**src/rtl/stage_phase_accumulate_pkg.sv**
```systemverilog
// Shared types for the operator phase pipeline: voice operator IDs, algorithm
// words, feedback levels and the self-feedback scaling helper.
package stage_phase_accumulate_pkg;

    localparam int NUM_VOICE_OPERATORS = 32;
    localparam int VOP_WIDTH           = $clog2(NUM_VOICE_OPERATORS);
    localparam int FB_MAX_SHIFT        = 9;

    typedef logic [VOP_WIDTH-1:0] VoiceOperatorID_t;
    typedef logic [7:0]           AlgorithmWord_t;
    typedef logic [2:0]           FeedbackLevel_t;

    // Average-ish of the last two outputs, scaled by level; level 0 mutes feedback.
    function automatic logic [15:0] feedback_term(
        input logic [15:0]    fb0,
        input logic [15:0]    fb1,
        input FeedbackLevel_t level
    );
        logic signed [16:0] sum;
        logic signed [16:0] shifted;
        sum     = $signed({fb0[15], fb0}) + $signed({fb1[15], fb1});
        shifted = sum >>> (4'(FB_MAX_SHIFT) - 4'(level));
        return (level == '0) ? '0 : 16'(shifted);
    endfunction

endpackage

```
**src/rtl/phase_accumulator_ram.sv**
```systemverilog
// Per-operator phase accumulator store with write-back, note-on clear and
// forwarding of the value written this cycle to a same-address read.
module phase_accumulator_ram
    import stage_phase_accumulate_pkg::*;
#(
    parameter int ACC_WIDTH = 24
) (
    input  logic                 i_Clock,
    input  VoiceOperatorID_t     i_ReadAddr,
    output logic [ACC_WIDTH-1:0] o_ReadData,
    input  logic                 i_WriteEnable,
    input  VoiceOperatorID_t     i_WriteAddr,
    input  logic [ACC_WIDTH-1:0] i_WriteData,
    input  logic                 i_ResetEnable,
    input  VoiceOperatorID_t     i_ResetAddr
);

    logic [ACC_WIDTH-1:0] mem [NUM_VOICE_OPERATORS];
    logic                 reset_hits_write;
    logic [ACC_WIDTH-1:0] write_value;

    // A clear landing on the same entry as the write-back wins, and the forwarded value follows it.
    assign reset_hits_write = i_ResetEnable && (i_ResetAddr == i_WriteAddr);
    assign write_value      = reset_hits_write ? '0 : i_WriteData;

    always_ff @(posedge i_Clock) begin
        if (i_WriteEnable) begin
            mem[i_WriteAddr] <= i_WriteData;
        end
        if (i_ResetEnable) begin
            mem[i_ResetAddr] <= '0;
        end
        // A clear without a coinciding write-back is not forwarded: plain read-before-write.
        if (i_WriteEnable && (i_ReadAddr == i_WriteAddr)) begin
            o_ReadData <= write_value;
        end else begin
            o_ReadData <= mem[i_ReadAddr];
        end
    end

endmodule

```
**src/rtl/stage_phase_accumulate.sv**
```systemverilog
// Operator phase stage: advances per-operator accumulators, adds modulation
// and self-feedback, and hands a 16-bit phase to the waveform lookup 4 clocks later.
module stage_phase_accumulate
    import stage_phase_accumulate_pkg::*;
#(
    parameter int ACC_WIDTH  = 24,
    parameter int STEP_WIDTH = 20
) (
    input  logic                  i_Clock,
    input  logic                  i_Reset_n,
    input  logic                  i_Valid,
    input  logic [15:0]           i_ModulationPhase,
    input  VoiceOperatorID_t      i_VoiceOperator,
    input  AlgorithmWord_t        i_AlgorithmWord,
    output logic                  o_Valid,
    output logic [15:0]           o_Phase,
    output VoiceOperatorID_t      o_VoiceOperator,
    output AlgorithmWord_t        o_AlgorithmWord,
    input  logic                  i_PhaseStepWriteEnable,
    input  VoiceOperatorID_t      i_PhaseStepWriteAddr,
    input  logic [STEP_WIDTH-1:0] i_PhaseStepWriteData,
    input  logic                  i_FeedbackLevelWriteEnable,
    input  VoiceOperatorID_t      i_FeedbackLevelWriteAddr,
    input  FeedbackLevel_t        i_FeedbackLevelWriteData,
    input  logic                  i_PhaseResetEnable,
    input  VoiceOperatorID_t      i_PhaseResetAddr,
    input  logic                  i_FeedbackWriteEnable,
    input  VoiceOperatorID_t      i_FeedbackWriteAddr,
    input  logic [15:0]           i_FeedbackWriteData
);

    logic [STEP_WIDTH-1:0] step_mem  [NUM_VOICE_OPERATORS];
    FeedbackLevel_t        level_mem [NUM_VOICE_OPERATORS];
    logic [15:0]           fb0_mem   [NUM_VOICE_OPERATORS];
    logic [15:0]           fb1_mem   [NUM_VOICE_OPERATORS];

    logic                  s1_valid;
    logic [15:0]           s1_mod;
    VoiceOperatorID_t      s1_vop;
    AlgorithmWord_t        s1_alg;
    logic [ACC_WIDTH-1:0]  s1_acc;
    logic [STEP_WIDTH-1:0] s1_step;
    FeedbackLevel_t        s1_level;
    logic [15:0]           s1_fb0;
    logic [15:0]           s1_fb1;

    logic [ACC_WIDTH-1:0]  acc_next;
    logic [15:0]           fb_term;

    logic                  s2_valid;
    logic [15:0]           s2_carrier;
    logic [15:0]           s2_mod;
    logic [15:0]           s2_fb;
    VoiceOperatorID_t      s2_vop;
    AlgorithmWord_t        s2_alg;

    logic                  s3_valid;
    logic [15:0]           s3_phase;
    VoiceOperatorID_t      s3_vop;
    AlgorithmWord_t        s3_alg;

    // Configuration and feedback history stores; reads see the pre-write contents.
    always_ff @(posedge i_Clock) begin
        if (i_PhaseStepWriteEnable) begin
            step_mem[i_PhaseStepWriteAddr] <= i_PhaseStepWriteData;
        end
        if (i_FeedbackLevelWriteEnable) begin
            level_mem[i_FeedbackLevelWriteAddr] <= i_FeedbackLevelWriteData;
        end
        if (i_FeedbackWriteEnable) begin
            fb1_mem[i_FeedbackWriteAddr] <= fb0_mem[i_FeedbackWriteAddr];
            fb0_mem[i_FeedbackWriteAddr] <= i_FeedbackWriteData;
        end
        s1_step  <= step_mem[i_VoiceOperator];
        s1_level <= level_mem[i_VoiceOperator];
        s1_fb0   <= fb0_mem[i_VoiceOperator];
        s1_fb1   <= fb1_mem[i_VoiceOperator];
    end

    phase_accumulator_ram #(
        .ACC_WIDTH (ACC_WIDTH)
    ) u_acc_ram (
        .i_Clock       (i_Clock),
        .i_ReadAddr    (i_VoiceOperator),
        .o_ReadData    (s1_acc),
        .i_WriteEnable (s1_valid),
        .i_WriteAddr   (s1_vop),
        .i_WriteData   (acc_next),
        .i_ResetEnable (i_PhaseResetEnable),
        .i_ResetAddr   (i_PhaseResetAddr)
    );

    assign acc_next = s1_acc + {{(ACC_WIDTH-STEP_WIDTH){1'b0}}, s1_step};
    assign fb_term  = feedback_term(s1_fb0, s1_fb1, s1_level);

    always_ff @(posedge i_Clock) begin
        s1_mod     <= i_ModulationPhase;
        s1_vop     <= i_VoiceOperator;
        s1_alg     <= i_AlgorithmWord;

        s2_carrier <= acc_next[ACC_WIDTH-1 -: 16];
        s2_mod     <= s1_mod;
        s2_fb      <= fb_term;
        s2_vop     <= s1_vop;
        s2_alg     <= s1_alg;

        s3_phase   <= s2_carrier + s2_mod + s2_fb;
        s3_vop     <= s2_vop;
        s3_alg     <= s2_alg;
    end

    // Only the valid chain and the outputs are reset; clearing s1_valid also blocks flushed write-backs.
    always_ff @(posedge i_Clock or negedge i_Reset_n) begin
        if (!i_Reset_n) begin
            s1_valid        <= 1'b0;
            s2_valid        <= 1'b0;
            s3_valid        <= 1'b0;
            o_Valid         <= 1'b0;
            o_Phase         <= '0;
            o_VoiceOperator <= '0;
            o_AlgorithmWord <= '0;
        end else begin
            s1_valid        <= i_Valid;
            s2_valid        <= s1_valid;
            s3_valid        <= s2_valid;
            o_Valid         <= s3_valid;
            o_Phase         <= s3_phase;
            o_VoiceOperator <= s3_vop;
            o_AlgorithmWord <= s3_alg;
        end
    end

endmodule

```
**config.mk**
```make
export PLATFORM = sky130hd
export DESIGN_NAME = stage_phase_accumulate
export DESIGN_NICKNAME = d
export VERILOG_FILES = /design/src/rtl/stage_phase_accumulate_pkg.sv /design/src/rtl/phase_accumulator_ram.sv /design/src/rtl/stage_phase_accumulate.sv
export SDC_FILE = /design/constraint.sdc
export NUM_CORES = 2
export LEC_CHECK = 0
export BUFFER_PORTS_ARGS = -buffer_cell sky130_fd_sc_hd__buf_2
export CELL_PAD_IN_SITES_DETAIL_PLACEMENT = 0
export CELL_PAD_IN_SITES_GLOBAL_PLACEMENT = 1
export CORE_ASPECT_RATIO = 0.5
export CORE_UTILIZATION = 58
export DETAILED_ROUTE_END_ITERATION = 16
export PLACE_DENSITY_LB_ADDON = 0.1
export SLEW_MARGIN = 0
export SYNTH_ARGS = -nofsm -noshare
export SYNTH_HDL_FRONTEND = slang
export SYNTH_SLANG_ARGS = --single-unit
export TNS_END_PERCENT = 20
```
**constraint.sdc**
```tcl
create_clock -name i_Clock -period 7.43 [get_ports i_Clock]
set_input_delay 1.486 -clock i_Clock [delete_from_list [all_inputs] [get_ports i_Clock]]
set_output_delay 1.486 -clock i_Clock [all_outputs]
set_load 0.02 [all_outputs]
```
Word-level counts from Yosys, hierarchy flattened
Memories as Yosys holds them, arrays and structs flattened. A register that Yosys moved wholly into a read port is not among the register bits.
Cells that the tools add are included.
{ "word_totals": {"regBits": 176, "ram_bits": 2528, "input_bits": 95, "output_inout_bits": 30, "word_cells": 47, "memories": 5} }
{ "op_classes": {"addsub": 5, "n_eq_ne": 2, "shifts": 1, "muxes": 12, "reduce_logical": 3} }
{ "memory_table": {"columns": ["name", "depth", "width", "read_ports", "rd_ports_with_merged_regs", "wr", "line_no", "source"], "rows": [
  ["u_acc_ram.mem", 32, 24, 1, 0, 2, "phase_accumulator_ram.sv:18", "logic [ACC_WIDTH-1:0] mem [NUM_VOICE_OPERATORS];"],
  ["step_mem", 32, 20, 1, 1, 1, "stage_phase_accumulate.sv:32", "logic [STEP_WIDTH-1:0] step_mem [NUM_VOICE_OPERATORS];"],
  ["fb0_mem", 32, 16, 2, 1, 1, "stage_phase_accumulate.sv:34", "logic [15:0] fb0_mem [NUM_VOICE_OPERATORS];"],
  ["fb1_mem", 32, 16, 1, 1, 1, "stage_phase_accumulate.sv:35", "logic [15:0] fb1_mem [NUM_VOICE_OPERATORS];"],
  ["level_mem", 32, 3, 1, 1, 1, "stage_phase_accumulate.sv:33", "FeedbackLevel_t level_mem [NUM_VOICE_OPERATORS];"]
]} }
{ "op_table": {"columns": ["operator", "count"], "rows": [
  ["$mux W24", 2],
  ["$add A16 B16 Y16", 2],
  ["$add A24 B20 Y24", 1],
  ["$add A16 B16 Y17", 1],
  ["$sshr A17 B4 Y16", 1],
  ["$eq A5 B5 Y1", 2],
  ["$mux W1", 10],
  ["$sub A4 B3 Y4 const A", 1],
  ["$logic_not A3 Y1", 1],
  ["$logic_and A1 B1 Y1", 2]
]} }

Logic depth before layout (Yosys ltp)
{ "logic_depth": {"ltp_word": 4, "depth_mapped": 14, "ltp_nobuf": 14} }

Hierarchy
A second synthesis with hierarchy kept.
{ "hier_totals": {"cells_unflattened": 7600, "area_unflattened_um2": 112356.5} }
{ "modules_own_cells": {"columns": ["module", "instances", "cells_each", "area_each_um2", "seq_area_each_um2"], "rows": [
  ["stage_phase_accumulate", 1, 3579, 78579.1, 57159.8],
  ["phase_accumulator_ram", 1, 4021, 33777.4, 15855.2]
]} }

Worst setup path after synthesis
OpenSTA, ideal clock, no wires.
{ "synth_timing": {"path_type": "input -> register", "from": "input i_FeedbackWriteAddr[0]", "to": "memory fb0_mem[0][0] (enable)", "setup_time_ns": 0.421, "arrival_time_ns": 4.208, "required_time_ns": 7.009, "slack_ns": 2.801, "stages": 6, "path_buffers": 4, "path_cell_list": "clkbuf_1 -> clkbuf_1 -> buf_1 -> or3b_2 -> clkbuf_1 -> nor2_1"} }
{ "synth_rtl": {"columns": ["element", "line_no", "source"], "rows": [
  ["start, declared", "stage_phase_accumulate.sv:28", "input VoiceOperatorID_t i_FeedbackWriteAddr,"],
  ["end, declared", "stage_phase_accumulate.sv:34", null]
]} }
No word-level cell before the write port.

Worst setup path in the final report
{ "layout_timing": {"from": "register s1_level[1], read port of level_mem", "to": "register s2_fb[1]"} }
{ "layout_between": {"elab_chain_len": 2, "elab_cells_between_ends": 3, "classes_between": "add/sub: 1; shift: 1; reduce/logical: 1"} }
{ "layout_lines": {"columns": ["element", "line_no", "source"], "rows": [
  ["start, declared", "stage_phase_accumulate.sv:43", "FeedbackLevel_t s1_level;"],
  ["$sub A4 B3 Y4", "stage_phase_accumulate_pkg.sv:22", "shifted = sum >>> (4'(FB_MAX_SHIFT) - 4'(level));"],
  ["$sshr A17 B4 Y16", "stage_phase_accumulate_pkg.sv:22", null],
  ["end signal, assigned", "stage_phase_accumulate.sv:103", "s2_fb <= fb_term;"],
  ["end, declared", "stage_phase_accumulate.sv:53", "logic [15:0] s2_fb;"]
]} }
Several ways; a longest one is shown, not always the timed one.
A chain may end at the register's enable or synchronous reset.

==> summary.txt <==
Worst setup EP type -> flop
Vias/cell -> 6.65
CTS Buf Count -> 234
Drt drc -> 0
Async set or reset register ratio after synthesis -> 0.0120
H-tree depth -> 4
Vias -> 68.9k
Initial Util -> 0.585
PnR worst setup slack -> 2.40 ns
Pleak -> 42.6 nW
Remaining global-route overflow -> 0
Final Wtd Congestion -> 0.849
Row count -> 114
Area after DPL -> 0.117 mm²
DIE WIDTH -> 626 µm
Bufs and invs on worst path -> 2
Total power divided by cell area -> 346 mW/mm²
Dominant synthesized flop cell -> edfxtp_1
Clock tree buffer depth -> 4
Vias in the first global route -> 67.7k
CP max stage cell -> dfxtp_1
Crit Path Max Fanout -> 29
Hold_buf cts -> 0
Post-Synthesis Cells -> 7547
Clk pin slew, worst setup/hold paths -> 0.07 ns
CTS resizes -> 0
Global-route wire length before repair -> 462000 µm
Worst Path Arrival -> 5.76 ns
Post-synth EDFFs -> 1760
Initial antenna violation count -> 19
Largest net degree at the start of global routing -> 147
Hold crit path type -> flop to flop
RR Startpoint -> s1_level[1]$_DFF_P_
Synth cell types -> 82
Synthesized area -> 0.113 mm²
Crit path depth -> 8
Root Driver -> clkbuf_16
Ordered cell list for the critical path -> clkinv_1 > ha_1 > inv_1 > and3_1 > mux2i_1 > o2111ai_1 > o31ai_1 > a31oi_1
Worst setup path start -> s1_level[1]$_DFF_P_
Hold path cells -> 0
Yosys Warn Count -> 0
I/O Pins -> 125
# setup viols final -> 0
DP Cell Count -> 9926
FF-to-FF path depth -> 8
FF-to-FF setup slack -> 2.40 ns
Core area -> 0.193 mm²
Detailed Route Iter0 Violations -> 9228
Die ar. -> 0.197 mm²
Synthesized area per cell -> 15.0 µm²
Fin cells -> 10.4k
Total Neg Setup Slack -> 0 ns
IO Port Bufs -> 124
Max cap viols -> 1
CTS tree -> yes
Overall power -> 43.2 mW
R2r endpoint -> s2_fb[1]$_SDFF_PN0_
Startpoint types -> flop
Total iterations of the first detailed-routing run -> 8
Clk Latency, worst-skew pair -> 0.92 ns
Clock Sink Count -> 2759
Peak supply drop -> 0.296 mV
Setup repair bufs after CTS -> 0
Die Ht -> 314 µm
Hold Crit Start -> s3_phase[13]$_DFF_P_
Final hold vios -> 0
CP max stage delay -> 1.22 ns
Design Area, Final -> 0.125 mm²
Drt total wl -> 319000 µm
Area grow syn2layout -> 10.5%
Clock skew -> 0.0859 ns
Synth Net Count -> 7711
Failing checks -> max-capacitance violations
Pins over their slew limit -> 0
Post-Place Worst Slack -> 2.01 ns
Status -> complete, but fails checks
Worst path required time -> 8.16 ns
Worst slew pin tran -> 1.46 ns
CP Class -> flop to flop
Layout cells sized above 1 -> 0.235
Fill cell count -> 13.5k
WHS Endpoint -> o_Phase[13]$_DFF_PN0_
Tcrit/Tclk final -> 0.677
FF+latch count, synth -> 2759
Nets -> 7718
Top delay family on crit path -> buffers and inverters
Sequential area share after synthesis -> 0.646
HPWL after DPL -> 190000 µm
Fin crit period -> 5.03 ns
Fmax -> 199 MHz
WL/cell -> 30.8 µm
Layout Utilization -> 0.646
Tot GR Track Use -> 0.324
WHS -> 0.323 ns
RSZ-0062 raised after global routing -> no
Normalized max-slew margin -> 0.0199
Post-route ant nets -> 0
## worst reg2reg max path, cell delays in order (launching register included)
cell,delay (ns)
dfxtp_1,1.22
clkinv_1,0.97
ha_1,1.20
inv_1,0.50
and3_1,0.34
mux2i_1,0.14
o2111ai_1,0.13
o31ai_1,0.22
a31oi_1,0.16
## where the power goes
| part | total [mW] | internal (mW) | leakage [nW] | switching, mW |
|---|---|---|---|---|
| combinational | 10.5 | 3.94 | 14.2 | 6.56 |
| sequential | 20.1 | 18.8 | 24.6 | 1.30 |
| clock | 12.6 | 7.01 | 3.78 | 5.61 |
| total | 43.2 | 29.7 | 42.6 | 13.5 |
## how the worst max path moves through the flow
stage                               to  slack [ns]
3_5_place_dp   fb1_mem[9][1]$_DFFE_PP_        2.01
4_1_cts            s2_fb[1]$_SDFF_PN0_        2.50
6_report           s2_fb[1]$_SDFF_PN0_        2.40
5_1_grt            s2_fb[1]$_SDFF_PN0_        2.15
2_1_floorplan  fb0_mem[0][0]$_DFFE_PP_        2.80
3_3_place_gp   fb1_mem[8][1]$_DFFE_PP_        2.13
## sequential cells by signal (all words and copies together) (netlist names), 20 cells and up
name                  count
fb0_mem                 512
level_mem                96
s1_step                  20
u_acc_ram.o_ReadData     24
fb1_mem                 512
u_acc_ram.mem           768
step_mem                640
## routing by layer
layer,up-vias,track usage,wire (µm)
met5,-,0,116
met3,609,0.0709,32900
met1,35400,0.460,125000
met2,3878,0.502,149000
li1,28900,-,-
met4,16,0.111,11700
## cells by family (layout without fill, tap and decap cells)
kind of cell,Yosys count,count (layout),synth area share
and+or+nand+nor,1861,1861,0.0664
buffers and inverters,600,799,0.0202
DFF,2759,2759,0.646
xor gates and xnor gates,47,47,0.00364
AOI/OAI and AO/OA,1199,1199,0.0623
muxes,1012,1012,0.193
other,0,7,0
adders and majority gates,69,69,0.00883
## cell usage after synthesis (8+ instances only)
cell | count | area share
a211oi_1 | 173 | 0.011
a21o_1 | 15 | 0.0010
a21oi_1 | 723 | 0.032
a22oi_1 | 65 | 0.0043
a31oi_1 | 40 | 0.0022
and3_1 | 8 | 0.00044
buf_1 | 75 | 0.0025
clkbuf_1 | 475 | 0.016
dfrtp_1 | 33 | 0.0073
dfxtp_1 | 966 | 0.17
edfxtp_1 | 1760 | 0.47
fa_1 | 18 | 0.0032
ha_1 | 51 | 0.0056
inv_1 | 34 | 0.0011
mux2_2 | 55 | 0.0055
mux2i_1 | 30 | 0.0027
mux4_2 | 925 | 0.18
nand2_1 | 958 | 0.032
nand2b_1 | 10 | 0.00055
nand3_1 | 30 | 0.0013
nand3b_1 | 22 | 0.0015
nand4_1 | 18 | 0.0010
nor2_1 | 687 | 0.023
nor3_1 | 61 | 0.0027
o211ai_1 | 12 | 0.00080
o21a_1 | 13 | 0.00086
o21ai_0 | 76 | 0.0034
o22ai_1 | 17 | 0.00094
or2_2 | 11 | 0.00061
or3_1 | 11 | 0.00061
or3b_2 | 13 | 0.0010
xnor2_1 | 29 | 0.0022
xor2_1 | 18 | 0.0014
## cell type report
type,instances,area [µm²],share of cell area
Sequential cell,2759,73000,0.584
Multi-Input combinational cell,4188,38400,0.307
Clock buffer,324,6610,0.0529
Tap cell,2610,3270,0.0261
Timing Repair Buffer,335,2400,0.0192
Clock inverter,104,1150,0.00919
Inverter,36,135,0.00108
Antenna cell,7,17.5,0.000140
## cells in the final DEF, fill, tap and decap left out, types with 32 or more instances in the layout
| cell type | Yosys | layout |
|---|---|---|
| nor3_1 | 61 | 58 |
| inv_1 | 34 | 34 |
| nor2_2 | 0 | 48 |
| nor2_1 | 687 | 604 |
| mux4_2 | 925 | 925 |
| mux2_2 | 55 | 55 |
| nor2_4 | 0 | 35 |
| a31oi_1 | 40 | 40 |
| clkbuf_16 | 0 | 239 |
| buf_4 | 3 | 200 |
| o21ai_0 | 76 | 76 |
| dfrtp_1 | 33 | 33 |
| a21oi_1 | 723 | 721 |
| nand2_1 | 958 | 958 |
| clkinv_2 | 0 | 33 |
| dfxtp_1 | 966 | 966 |
| clkbuf_8 | 0 | 32 |
| clkbuf_1 | 475 | 53 |
| ha_1 | 51 | 51 |
| edfxtp_1 | 1760 | 1760 |
| a22oi_1 | 65 | 65 |
| a211oi_1 | 173 | 172 |
| buf_2 | 7 | 117 |
(Power assumes the default switching activity.)
